--- src/rtl/lut_cell_pkg.sv ---
// Shared types and sizing helpers for the K-input LUT logic cell.
// Optional feature macro used by this slice: LUT_CFG_PARITY_EN.
package lut_cell_pkg;

  localparam int K_DEFAULT = 4;

  function automatic int lut_w(input int k);
    return 1 << k;
  endfunction

  function automatic int cfg_len(input int k);
    return lut_w(k) + 2;
  endfunction

  typedef enum logic [1:0] {
    IDLE,
    SHIFT,
    COMMIT
  } cfg_state_t;

  // Layout of the configuration word at the default K, MSB first on the chain
  typedef struct packed {
    logic [(1 << K_DEFAULT)-1:0] truth;
    logic                        reg_mode;
    logic                        init;
  } cfg_word_t;

endpackage

--- src/rtl/lut_cfg_loader.sv ---
// Serial configuration loader: FSM, bit counter, shadow shift register and chain output.
// With LUT_CFG_PARITY_EN a trailing even-parity bit is checked before committing.
module lut_cfg_loader
  import lut_cell_pkg::*;
#(
  parameter int K = K_DEFAULT
) (
  input  logic                    clk,
  input  logic                    rst_n,
  input  logic                    cfg_start,
  input  logic                    cfg_valid,
  input  logic                    cfg_in,
  output logic                    cfg_out,
  output logic                    cfg_ready,
  output logic                    cfg_done,
  output logic                    cfg_err,
  output logic                    busy,
  output logic                    commit_pulse,
  output logic [cfg_len(K)-1:0]   shadow_word
);

  localparam int CFG_LEN = cfg_len(K);
`ifdef LUT_CFG_PARITY_EN
  localparam int STREAM_LEN = CFG_LEN + 1;
`else
  localparam int STREAM_LEN = CFG_LEN;
`endif
  localparam int CNT_W = $clog2(STREAM_LEN + 1);

  cfg_state_t         state_q, state_d;
  logic [CNT_W-1:0]   count_q;
  logic [CFG_LEN-1:0] shadow_q;
  logic               last_bit;
  logic               parity_ok;

  assign last_bit = (state_q == SHIFT) && !cfg_start && cfg_valid &&
                    (count_q == CNT_W'(STREAM_LEN - 1));

`ifdef LUT_CFG_PARITY_EN
  logic parity_q;
  logic err_q;

  assign parity_ok = ~(parity_q ^ cfg_in);
  assign cfg_err   = err_q;

  always_ff @(posedge clk or negedge rst_n) begin
    if (!rst_n) begin
      parity_q <= 1'b0;
      err_q    <= 1'b0;
    end else begin
      err_q <= last_bit && !parity_ok;
      if (cfg_start && (state_q != COMMIT)) begin
        parity_q <= 1'b0;
      end else if ((state_q == SHIFT) && cfg_valid) begin
        parity_q <= parity_q ^ cfg_in;
      end
    end
  end
`else
  assign parity_ok = 1'b1;
  assign cfg_err   = 1'b0;
`endif

  always_ff @(posedge clk or negedge rst_n) begin
    if (!rst_n) begin
      state_q <= IDLE;
    end else begin
      state_q <= state_d;
    end
  end

  always_comb begin
    state_d = state_q;
    case (state_q)
      IDLE:    if (cfg_start) state_d = SHIFT;
      SHIFT:   if (last_bit) state_d = parity_ok ? COMMIT : IDLE;
      COMMIT:  state_d = IDLE;
      default: state_d = IDLE;
    endcase
  end

  // A restart only rewinds the counter; the shadow keeps its bits so the chain stays continuous
  always_ff @(posedge clk or negedge rst_n) begin
    if (!rst_n) begin
      count_q  <= '0;
      shadow_q <= '0;
    end else if (cfg_start && (state_q != COMMIT)) begin
      count_q <= '0;
    end else if ((state_q == SHIFT) && cfg_valid) begin
      count_q <= count_q + CNT_W'(1);
      if (count_q < CNT_W'(CFG_LEN)) begin
        shadow_q <= {shadow_q[CFG_LEN-2:0], cfg_in};
      end
    end
  end

  assign cfg_out      = shadow_q[CFG_LEN-1];
  assign shadow_word  = shadow_q;
  assign cfg_ready    = (state_q == SHIFT);
  assign commit_pulse = (state_q == COMMIT);
  assign cfg_done     = commit_pulse;
  assign busy         = (state_q == SHIFT) || (state_q == COMMIT);

endmodule

--- src/rtl/lut_logic_cell.sv ---
// K-input configurable logic cell: serially loaded LUT with optional output register.
// Build option LUT_CFG_PARITY_EN enables parity checking of the configuration stream.
module lut_logic_cell
  import lut_cell_pkg::*;
#(
  parameter int K = K_DEFAULT
) (
  input  logic         clk,
  input  logic         rst_n,
  input  logic         cfg_start,
  input  logic         cfg_valid,
  input  logic         cfg_in,
  output logic         cfg_out,
  output logic         cfg_ready,
  output logic         cfg_done,
  output logic         cfg_err,
  output logic         busy,
  input  logic [K-1:0] lut_in,
  input  logic         ce,
  output logic         f
);

  localparam int LUT_W   = lut_w(K);
  localparam int CFG_LEN = cfg_len(K);

  logic               commit_pulse;
  logic [CFG_LEN-1:0] shadow_word;
  logic [LUT_W-1:0]   active_truth;
  logic               active_reg_mode;
  logic               f_reg;
  logic               f_comb;

  lut_cfg_loader #(
    .K (K)
  ) u_loader (
    .clk          (clk),
    .rst_n        (rst_n),
    .cfg_start    (cfg_start),
    .cfg_valid    (cfg_valid),
    .cfg_in       (cfg_in),
    .cfg_out      (cfg_out),
    .cfg_ready    (cfg_ready),
    .cfg_done     (cfg_done),
    .cfg_err      (cfg_err),
    .busy         (busy),
    .commit_pulse (commit_pulse),
    .shadow_word  (shadow_word)
  );

  // The init bit is consumed directly by f_reg at commit, so only truth and mode are kept active
  always_ff @(posedge clk or negedge rst_n) begin
    if (!rst_n) begin
      active_truth    <= '0;
      active_reg_mode <= 1'b0;
    end else if (commit_pulse) begin
      active_truth    <= shadow_word[CFG_LEN-1:2];
      active_reg_mode <= shadow_word[1];
    end
  end

  assign f_comb = active_truth[lut_in];

  always_ff @(posedge clk or negedge rst_n) begin
    if (!rst_n) begin
      f_reg <= 1'b0;
    end else if (commit_pulse) begin
      f_reg <= shadow_word[0];
    end else if (ce) begin
      f_reg <= f_comb;
    end
  end

  assign f = active_reg_mode ? f_reg : f_comb;

endmodule

--- config.mk ---
export PLATFORM = sky130hd
export DESIGN_NAME = lut_logic_cell
export DESIGN_NICKNAME = d
export VERILOG_FILES = /design/src/rtl/lut_cell_pkg.sv /design/src/rtl/lut_cfg_loader.sv /design/src/rtl/lut_logic_cell.sv
export SDC_FILE = /design/constraint.sdc
export NUM_CORES = 1
export LEC_CHECK = 0
export BUFFER_PORTS_ARGS = -buffer_cell sky130_fd_sc_hd__buf_4
export CAP_MARGIN = 20
export CORE_MARGIN = 2
export CORE_UTILIZATION = 39
export CTS_BUF_LIST = sky130_fd_sc_hd__clkbuf_8 sky130_fd_sc_hd__clkbuf_16
export DETAILED_ROUTE_END_ITERATION = 7
export GPL_ROUTABILITY_DRIVEN = 0
export GPL_TIMING_DRIVEN = 0
export PLACE_DENSITY = 0.57
export SYNTH_ARGS = -nofsm -noshare
export SYNTH_HDL_FRONTEND = slang
export SYNTH_SLANG_ARGS = --single-unit
--- constraint.sdc ---
create_clock -name clk -period 2.05 [get_ports clk]
set_clock_uncertainty 0.05 [all_clocks]
set_input_delay 0.3075 -clock clk [delete_from_list [all_inputs] [get_ports clk]]
set_output_delay 0.3075 -clock clk [all_outputs]
set_load 0.005 [all_outputs]
# Word-level counts from Yosys, hierarchy flattened
# Index checks and enable logic that the tools add are counted.
word_totals:
  out_inout_bits: 6
  mem_count: 0
  reg_bits: 43
  latch_bits: 0
  ramBits: 0
  in_bits: 10
  romBits: 0
classes:
  reduce_logical: 12
  shift: 0
  div_mod_pow: 0
  addsub: 1
  mux: 10
  order_cmp: 2
  n_eq_ne: 6
  mul: 0
  n_bitwise: 1
op_table:
  columns: ["cell", "count"]
  rows:
  - ["$mux W5", 2]
  - ["$add A5 B1 Y5 const B", 1]
  - ["$eq A5 B5 Y1 const B", 1]
  - ["$logic_and A1 B1 Y1", 5]
  - ["$lt A4 B5 Y1 const B", 1]
  - ["$lt A5 B5 Y1 const B", 1]
  - ["$bmux W1 S4", 1]
  - ["$mux W1", 4]
  - ["$mux W2", 2]
  - ["$ne A2 B2 Y1 const B", 2]
  - ["$pmux W2 S2", 1]
  - ["$reduce_bool A2 Y1", 2]
  - ["$reduce_and A3 Y1", 1]
  - ["$eq A2 B1 Y1 const B", 1]
  - ["$eq A2 B2 Y1 const B", 1]
  - ["$logic_not A2 Y1", 1]
  - ["$ne A2 B1 Y1 const B", 1]
  - ["$reduce_and A2 Y1", 1]
  - ["$logic_not A1 Y1", 1]
  - ["$logic_or A1 B1 Y1", 1]
  - ["$not A1 Y1", 1]

# Longest topological paths before layout
# Gate-level depths: netlist of run 1.
logic_depth:
  depth_word: 6
  depth_mapped: 7
  mapped_depth_nobuf: 6

# By module
# A second synthesis of run 1 with hierarchy kept.
hier_totals:
  hier_cells: 137
  hier_area_um2: 1966.9
modules_own_cells:
  columns: ["module", "area_each_um2", "instances", "cells_each", "seq_area_each_um2"]
  rows:
  - ["lut_cfg_loader", 1141.1, 1, 87, 625.6]
  - ["lut_logic_cell", 825.8, 1, 50, 450.4]

# Worst setup path after synthesis of run 1
# Ideal clock, no wire load.
synth_timing:
  kind: "register -> register"
  from: "register u_loader.state_q[0]"
  to: "register u_loader.shadow_q[10], in the netlist u_loader.shadow_word[10]"
  slack_ns: 0.311
  synth_period_minus_slack_ns: 1.739
  path_stages_with_launch: 8
  t_required_ns: 1.875
  arrival_time_ns: 1.564
  path_cell_list: "dfrtp_1 > inv_1 > ha_1 > nor2b_2 > nor2_1 > nand2_2 > buf_6 > mux2_4"
synth_via:
  elab_chain_cells: 4
  word_cells_on_any_way: 6
synth_rtl:
  columns: ["item", "line_no", "source"]
  rows:
  - ["start, declared", "lut_cfg_loader.sv:30", "cfg_state_t state_q, state_d;"]
  - ["start signal, assigned", "lut_cfg_loader.sv:68", "state_q <= state_d;"]
  - ["$ne A2 B2 Y1", "lut_cfg_loader.sv:87", "end else if (cfg_start && (state_q != COMMIT)) begin"]
  - ["$logic_and A1 B1 Y1", "lut_cfg_loader.sv:87", null]
  - ["$not A1 Y1 (no line)", null, null]
  - ["$reduce_and A3 Y1 (no line) (*)", null, null]
  - ["end signal, assigned", "lut_cfg_loader.sv:92", "shadow_q <= {shadow_q[CFG_LEN-2:0], cfg_in};"]
  - ["end, declared", "lut_cfg_loader.sv:32", "logic [CFG_LEN-1:0] shadow_q;"]
# Every way passes the cells marked *; elsewhere a longest branch is shown, timed or not.
# A chain may end at the register's enable or synchronous reset.

# Worst setup path in the final report of run 1
layout_timing:
  from: "register active_truth[15]"
  to: "output port f"
layout_via:
  elab_chain_cells: 3
layout_rtl:
  columns: ["item", "line_no", "source"]
  rows:
  - ["start, declared", "lut_logic_cell.sv:28", "logic [LUT_W-1:0] active_truth;"]
  - ["start signal, assigned", "lut_logic_cell.sv:56", "active_truth <= shadow_word[CFG_LEN-1:2];"]
  - ["$bmux W1 S4", "lut_logic_cell.sv:61", "assign f_comb = active_truth[lut_in];"]
  - ["$mux W1 (not written as such)", "lut_logic_cell.sv:61", null]
  - ["$mux W1", "lut_logic_cell.sv:73", "assign f = active_reg_mode ? f_reg : f_comb;"]
  - ["end, declared", "lut_logic_cell.sv:20", "output logic f"]
# No other way between the ends. The select of a mux whose other input is x is not followed.

==> run summary, run 1 <==
Nets: 173
syn_nets: 149
total power: 2.600 mW
slew at the pin closest to its max-slew limit: 528.7 ps
sequential area share after synthesis: 54.16%
CP endpoint kind: output port
CORE AREA: 0.004817 sq mm
grt ovf: 0
Final Hold Vio Count: 0
clock root buffer: clkbuf_8
utilization after layout: 48.31%
Yosys reg bits: 43
DRC errors left: 0
VDD IR max: 0.3623 mV
number of port buffers: 14
Starting Density: 41.25%
Area contributors post-synth: dfrtp_1 54%, mux2_2 14%, mux2_4 9.1%
crit-path max FO: 2
Reg clk slew, reported paths: 90 ps
Hold WS: 180.1 ps
Max-slew headroom: 64.75%
H-Tree Depth: 2
CP max-delay cell: mux4_2
# rows: 25
data required time at the worst endpoint: 1690 ps
FF-to-FF path depth: 6
Netlist cell types: 29
Final Non-Filler Cells: 225
vias: 1088
Worst R2R Setup Slack: 220 ps
DIE HEIGHT: 75.38 microns
first-pass GRT wire length: 5.671 mm
placed cell count: 214
Post-Route WL: 3.360 mm
Vias per Instance: 4.836
max reg flops: 18
CP endpoint: f
CTS sink count: 43
Setup crit start: active_truth[15]
min-delay worst type: in2reg
crit path DAT: 1680 ps
largest net degree at the start of global routing: 44
multiplexer share of the synthesized area: 29.53%
Syn Inst Count: 133
setup TNS: 0 ps
warnings from Yosys: 0
share of cells above drive strength 1: 46.20%
CTS Buffer Depth: 2
PwrDens: 1117 mW/mm^2
RR Startpoint: u_loader.state_q[0]
Max Cap Viol: 0
Post-Synth XOR/XNOR Area: 1.763%
Synth Area in Compound Gates: 3.086%
critical path type: reg2out
CP startpoint kind: flop
CTS tree: yes
Final period util: 99.24%
main combinational cell family by area after synthesis: multiplexers
status: finished clean
Final Max Slew Viols: 0
Reg-to-Reg End: f_reg
LEAKAGE: 1.146 nW
crit-path cells: mux4_2 > mux2i_1 > mux2_4 > o21ai_2 > buf_4
die area: 0.005681 sq mm
First-pass DRT Iterations: 4
Clock Latency Late Sink: 300 ps
area share of the largest cell type after synthesis: 54.16%
unrepaired setup endpoints after global routing: yes
crit-path max cell delay: 480 ps
1st-iter DRT viols: 43
drt wl/cell: 14.93 microns
Post-Synth Simple-Gate Area: 5.416%
DP HPWL: 2.299 mm
initial antenna violation count: 0
post-layout min period: 2034 ps
die extent in x: 75.38 microns
Filler cells: 472
Post-Synth Adder-Cell Area: 3.778%
antenna-violating nets left: 0
io pins: 16
cts bufs inserted: 5
cell taking the most area after synthesis: dfrtp_1
# setup viols final: 0
Total GRT Usage: 13.63%
area grow syn2layout: 17.13%
Syn Area/Cell: 14.94 sq um
Post-Syn Area: 0.001987 sq mm
vias in the first global route: 1179
fmax: 0.4915 GHz
n_diodes: 0
[report_power, final]
part	internal [mW]	switching (mW)	total [mW]
Sequential	1.01	0.119	1.13
Clock	0.486	0.305	0.791
Combinational	0.382	0.299	0.681
[metal layers]
layer | track usage [%] | wire (microns) | vias up
li1 | - | - | 513
met1 | 17.57 | 1556 | 555
met2 | 21.26 | 1642 | 13
met3 | 4.365 | 106 | 7
met4 | 5.848 | 55 | 0
met5 | 0 | 0 | -
[critical path: cells and delay by family, from the launching register on]
family | cells | cell delay [ps]
compound gates | 1 | 50
flops | 1 | 390
mux | 3 | 820
buf+inv | 1 | 130
[metrics by stage]
step           setup WS (ps)  area (sq um)
3_3_place_gp           97.74          2176
4_1_cts                4.281          2315
6_report               15.50          2327
2_1_floorplan          311.1          1987
5_1_grt               -97.43          2327
3_5_place_dp           47.28          2176
[worst min-delay path by stage]
stage            from                  endpoint  slack, ps  cells past startpoint
2_1_floorplan   rst_n           active_reg_mode        -40                      0
3_3_place_gp    rst_n  u_loader.shadow_word[14]        280                      1
3_5_place_dp    rst_n  u_loader.shadow_word[13]        280                      1
4_1_cts        cfg_in   u_loader.shadow_word[0]        170                      2
5_1_grt        cfg_in   u_loader.shadow_word[0]        170                      2
6_report       cfg_in   u_loader.shadow_word[0]        180                      2
[synthesized netlist by cell type]
library cell  instances
dfrtp_1              43
mux2_2               25
mux2_4               12
nor2_1                8
ha_1                  6
inv_1                 4
mux4_1                4
nand2_1               3
xor2_1                3
a21oi_1               2
buf_1                 2
mux2i_1               2
nand4_1               2
o21ai_2               2
a22o_1                1
a22oi_1               1
and2_1                1
buf_4                 1
buf_6                 1
conb_1                1
nand2_2               1
nand2b_1              1
nand3_1               1
nor2b_1               1
nor2b_2               1
nor4b_2               1
o21ai_0               1
o31ai_2               1
xnor2_1               1
[logic make-up (layout without fill, tap and decap cells)]
family,count (synthesis),count (layout)
AOI/OAI and AO/OA,8,8
xor gates and xnor gates,4,4
adders and majority gates,6,6
buffers and inverters,8,33
DFF,43,43
muxes,43,43
other,1,1
and+or+nand+nor,20,20
[cell usage in the layout, fill, tap and decap left out, drive strengths merged]
master,n
nand2b,1
clkbuf,5
nor2b,2
nand2,4
dlygate4sd3,1
a21oi,2
inv,4
o21ai,3
conb,1
ha,6
a22oi,1
nor2,8
nand3,1
a22o,1
buf,20
and2,1
nor4b,1
xor2,3
xnor2,1
mux2i,2
mux2,37
nand4,2
mux4,4
bufinv,2
clkinvlp,1
dfrtp,43
o31ai,1
[timing repair]
item | CTS | global route
endpoints found under the hold margin | 43 | 0
buffers inserted | 1 | 1
endpoints found under the setup margin | 1 | 11
hold buffers | 1 | 0
pin swaps | 0 | 0
resized for setup | 4 | 1
[final cells by class]
type                    count  area, sq um  share of cell area [%]
flip-flops and latches     43         1076                   46.24
multi-input cells          82        859.6                   36.94
repair buffers             17        130.1                   5.591
well taps                  67        83.83                   3.602
clock buffers               5        68.82                   2.957
clock inverters             3        67.56                   2.903
plain buffers               4        26.28                   1.129
inverters                   4        15.01                  0.6452
Note: power is estimated with default switching activity, not from simulation.
==> run 2: changes to the inputs <==
MAX_ROUTING_LAYER = met4   (was default)
==> run summary, run 2 (synthesis gave the netlist of run 1 again) <==
vias in the first global route: 1177 (-0.17%)
crit path DAT: 1680 ps (about the same)
total power: 2.600 mW (about the same)
most frequent cells in the layout: 43 x dfrtp_1, 25 x mux2_2, 17 x buf_4
CP top delay family: multiplexers
first-pass GRT wire length: 5.685 mm (+0.25%)
worst hold path startpoint: cfg_in
clock root buffer: clkbuf_8
Post-Route WL: 3.371 mm (+0.33%)
CP startpoint kind: flop
crit-path max FO: 2 (unchanged)
CTS Buffer Depth: 2 (unchanged)
post-place setup slack: 47.28 ps (unchanged)
drt wl/cell: 14.98 microns (+0.33%)
Vias per Instance: 4.840 (about the same)
combinational fraction of design power: 26.2% (about the same)
Seq pwr share: 43.4% (about the same)
Max-slew headroom: 64.73% (about the same)
CP max-delay cell: mux4_2
LEAKAGE: 1.146 nW (unchanged)
NetSw: 723.6 uW (about the same)
cts bufs inserted: 5 (unchanged)
Buf/Inv on CP: 1 (unchanged)
largest net degree at the start of global routing: 44 (unchanged)
Starting Density: 41.25% (unchanged)
number of cells on the critical path: 5 (unchanged)
crit-path cells: mux4_2 > mux2i_1 > mux2_4 > o21ai_2 > buf_4
initial antenna violation count: 0 (unchanged)
utilization after layout: 48.31% (unchanged)
share of cells above drive strength 1: 46.20% (unchanged)
FF-to-FF path depth: 6 (unchanged)
setup ws final: 15.35 ps (-0.1583 ps)
Total GRT Usage: 14.08% (+0.45 points)
Worst R2R Setup Slack: 210 ps (about the same)
design area: 0.002327 sq mm (unchanged)
CP endpoint: f
io pins: 16 (unchanged)
Post-DP Area: 0.002176 sq mm (unchanged)
Max Cap Viol: 0 (unchanged)
DRC errors left: 0 (unchanged)
H-Tree Depth: 2 (unchanged)
Clock Latency Late Sink: 300 ps (about the same)
number of port buffers: 14 (unchanged)
Setup crit start: active_truth[15]
cell-internal power: 1.877 mW (about the same)
die area: 0.005681 sq mm (unchanged)
DIE HEIGHT: 75.38 microns (unchanged)
area grow syn2layout: 17.13% (unchanged)
CTS sink count: 43 (unchanged)
n_diodes: 0 (unchanged)
1st-iter DRT viols: 41 (-4.7%)
slew at the pin closest to its max-slew limit: 529.1 ps (+0.3443 ps)
Final Max Slew Viols: 0 (unchanged)
grt ovf: 0 (unchanged)
status: finished clean
Clock power frac: 30.4% (about the same)
Reg-to-Reg End: f_reg
data required time at the worst endpoint: 1690 ps (about the same)
die extent in x: 75.38 microns (unchanged)
max reg flops: 18 (unchanged)
Net Sw Frac: 27.83% (about the same)
antenna-violating nets left: 0 (unchanged)
post-layout min period: 2035 ps (+0.1583 ps)
min-delay worst type: in2reg
CTS tree: yes
RR Startpoint: u_loader.state_q[0]
# rows: 25 (unchanged)
critical path type: reg2out
First-pass DRT Iterations: 4 (unchanged)
Hold WS: 180.0 ps (-0.1580 ps)
DP HPWL: 2.299 mm (unchanged)
CORE AREA: 0.004817 sq mm (unchanged)
PwrDens: 1117 mW/mm^2 (about the same)
VDD IR max: 0.3626 mV (about the same)
commonest non-fill, non-tap cell in the layout: dfrtp_1
crit-path max cell delay: 480 ps (about the same)
unrepaired setup endpoints after global routing: yes
# setup viols final: 0 (unchanged)
CP endpoint kind: output port
fmax: 0.4915 GHz (about the same)
Final Hold Vio Count: 0 (unchanged)
Final period util: 99.25% (about the same)
Nets: 173 (unchanged)
Reg clk slew, reported paths: 90 ps (about the same)
vias: 1089 (+0.092%)
-- run 2: cell counts in the layout (fill, tap and decap cells not counted) --
Identical to the previous run, type by type.
-- run 2: worst min-delay path by stage --
| stage | cells after the start | slack (ps) | to |
|---|---|---|---|
| after CTS | 2 | 170 | u_loader.shadow_word[0] |
| after floorplan | 0 | -40 | active_reg_mode |
| after detailed placement | 1 | 280 | u_loader.shadow_word[13] |
| after global routing | 2 | 170 | u_loader.shadow_word[0] |
| final | 2 | 180 | u_loader.shadow_word[0] |
| after global placement | 1 | 280 | u_loader.shadow_word[14] |
-- run 2: final cells by class --
cell class / count / area [sq um]
clock inverter: 3 / 67.56
tap: 67 / 83.83
timing repair buffer: 17 / 130.1
multi-input combinational: 82 / 859.6
inverter: 4 / 15.01
clock buffer: 5 / 68.82
sequential: 43 / 1076
buffer: 4 / 26.28
fill: 472 / 2490
-- run 2: power groups by stage --
stage | clock [mW] | combinational [mW] | sequential, mW
3_3_place_gp | 0 | 0.644 | 1.13
6_report | 0.790 | 0.681 | 1.13
3_5_place_dp | 0 | 0.674 | 1.15
2_1_floorplan | 0 | 0.491 | 1.10
5_1_grt | 0.845 | 0.751 | 1.16
4_1_cts | 0.808 | 0.686 | 1.13
-- run 2: routing by layer --
metal	vias up	GRT usage [%]	share of wire, %
met5	-	-	0
met4	0	5.848	1.6
met3	7	4.365	3.1
met2	13	21.26	49
met1	556	17.66	46
li1	513	-	-
-- run 2: timing repair --
item | CTS | global route
resized for setup | 4 | 1
buffers inserted | 1 | 1
endpoints found under the setup margin | 1 | 11
endpoints found under the hold margin | 43 | 0
hold buffers | 1 | 0
-- run 2: worst reg2reg max path: stages, from the launching register on --
cell and delay [ps]:
dfrtp_1 410, inv_1 110, ha_1 300, buf_1 460, nor2_1 110, a22oi_1 220, o21ai_2 80
-- run 2: metrics by stage --
step                      instances  setup TNS [ps]
final                           225               0
after detailed placement        214               0
after global placement          214               0
after floorplan                 133               0
after global routing            225          -97.43
after CTS                       224               0
==> run 3: changes to the inputs <==
RECOVER_POWER = 50   (was default)
SLEW_MARGIN = 20   (was default)
==> run summary, run 3 (synthesis gave the netlist of run 1 again) <==
1st-iter DRT viols: 41 (unchanged)
vias: 1091 (+0.18%)
area grow syn2layout: 16.69%
LEAKAGE: 1.144 nW (-0.22%)
clock root buffer: clkbuf_8
share of cells above drive strength 1: 45.57% (-0.63 points)
critical path type: reg2out
crit path DAT: 1680 ps (about the same)
most frequent cells in the layout: 43 x dfrtp_1, 25 x mux2_2, 15 x buf_4
Starting Density: 41.25% (unchanged)
placed cell count: 214 (unchanged)
first-pass GRT wire length: 5.685 mm (unchanged)
PwrDens: 1121 mW/mm^2 (+0.34%)
DP HPWL: 2.299 mm (unchanged)
CTS Buffer Depth: 2 (unchanged)
n_diodes: 0 (unchanged)
CTS tree: yes
status: finished clean
grt ovf: 0 (unchanged)
Clock Latency Late Sink: 300 ps (about the same)
largest net degree at the start of global routing: 44 (unchanged)
CORE AREA: 0.004817 sq mm (unchanged)
Max-slew headroom: 31.06% (-34 points)
number of port buffers: 14 (unchanged)
CP startpoint kind: flop
VDD IR max: 0.3630 mV (+0.10%)
io pins: 16 (unchanged)
slew at the pin closest to its max-slew limit: 1034 ps (+505.0 ps)
post-layout min period: 2035 ps (+0.02940 ps)
CP endpoint kind: output port
data required time at the worst endpoint: 1690 ps (about the same)
Final Hold Vio Count: 0 (unchanged)
min-delay worst type: in2reg
drt wl/cell: 14.99 microns (about the same)
global-route met3 utilization: 4.365% (unchanged)
Filler cells: 473 (+0.21%)
Post-DP Area: 0.002176 sq mm (unchanged)
Nets: 173 (unchanged)
crit-path cells: mux4_2 > mux2i_1 > mux2_4 > o21ai_2 > buf_4
cts bufs inserted: 5 (unchanged)
DRC errors left: 0 (unchanged)
Total GRT Usage: 14.08% (unchanged)
GRT busiest layer: met2
die area: 0.005681 sq mm (unchanged)
Vias per Instance: 4.849 (+0.18%)
antenna-violating nets left: 0 (unchanged)
Final period util: 99.25% (about the same)
FF+latch area: 0.001076 sq mm (unchanged)
die extent in x: 75.38 microns (unchanged)
Final Max Slew Viols: 0 (unchanged)
H-Tree Depth: 2 (unchanged)
DIE HEIGHT: 75.38 microns (unchanged)
CP max-delay cell: mux4_2
unrepaired setup endpoints after global routing: yes
First-pass DRT Iterations: 4 (unchanged)
max reg flops: 18 (unchanged)
Setup crit start: active_truth[15]
Post-Route WL: 3.373 mm (about the same)
worst hold path startpoint: cfg_in
grt met2 use: 21.26% (unchanged)
vias in the first global route: 1177 (unchanged)
design area: 0.002318 sq mm (-0.38%)
initial antenna violation count: 0 (unchanged)
crit-path max cell delay: 480 ps (about the same)
fmax: 0.4915 GHz (about the same)
commonest non-fill, non-tap cell in the layout: dfrtp_1
# rows: 25 (unchanged)
crit-path max FO: 2 (unchanged)
RR Startpoint: u_loader.state_q[0]
Reg clk slew, reported paths: 90 ps (about the same)
met1 GRT Util: 17.66% (unchanged)
CTS sink count: 43 (unchanged)
Max Cap Viol: 0 (unchanged)
# setup viols final: 0 (unchanged)
Final Non-Filler Cells: 225 (unchanged)
Multi-input gate area: 853.3 sq um (-0.73%)
[run 3: power breakdown]
| group | internal [mW] | switching (mW) |
|---|---|---|
| sequential | 1.01 | 0.120 |
| combinational | 0.381 | 0.299 |
| clock | 0.486 | 0.304 |
| total | 1.88 | 0.723 |
[run 3: final cells by class]
type / count / share of cell area, %
flip-flops and latches: 43 / 46.41
multi-input cells: 82 / 36.81
repair buffers: 17 / 5.505
well taps: 67 / 3.616
clock buffers: 5 / 2.968
clock inverters: 3 / 2.914
plain buffers: 4 / 1.133
inverters: 4 / 0.6476
[run 3: through the flow]
| step | util [%] | TNS [ps] | setup slack [ps] | hold WS (ps) | power, mW |
|---|---|---|---|---|---|
| 2_1_floorplan | - | 0 | 311.1 | -38.09 | 1.594 |
| 3_3_place_gp | 45.17 | 0 | 97.74 | 277.4 | 1.778 |
| 3_5_place_dp | 45.17 | 0 | 47.28 | 282.6 | 1.820 |
| 4_1_cts | 48.05 | 0 | 4.281 | 169.8 | 2.625 |
| 5_1_grt | 48.13 | -97.43 | -97.43 | 167.2 | 2.751 |
| 6_report | 48.13 | 0 | 15.32 | 180.0 | 2.599 |
[run 3: repair_timing]
item,CTS,global route
hold buffers,1,0
gates cloned,0,0
gates resized for setup,4,1
hold endpoints to repair,43,0
pin swaps,0,0
setup endpoints to repair,1,11
buffers inserted,1,1
[run 3: final timing paths]
check | endpoint | slack, ps | depth (start not counted)
worst max register to register | f_reg | 210 | 6
worst max-delay path | f | 20 | 5
max in group asynchronous | u_loader.count_q[4] | 650 | 2
worst min-delay path | u_loader.shadow_word[0] | 180 | 2
worst min register to register | active_truth[4] | 460 | 1
min in group asynchronous | u_loader.shadow_word[7] | 670 | 2
[run 3: critical path: cells and delay by family, from the launching register on]
kind | cells | cell delay (ps)
multiplexers | 3 | 820
flip-flops | 1 | 390
buffers and inverters | 1 | 130
AO/OA/AOI/OAI | 1 | 50
[run 3: metal layers]
| layer | vias up | part of all wire (%) |
|---|---|---|
| met5 | - | 0 |
| met2 | 13 | 49 |
| met3 | 7 | 3.1 |
| met1 | 557 | 46 |
| met4 | 0 | 1.6 |
| li1 | 514 | - |
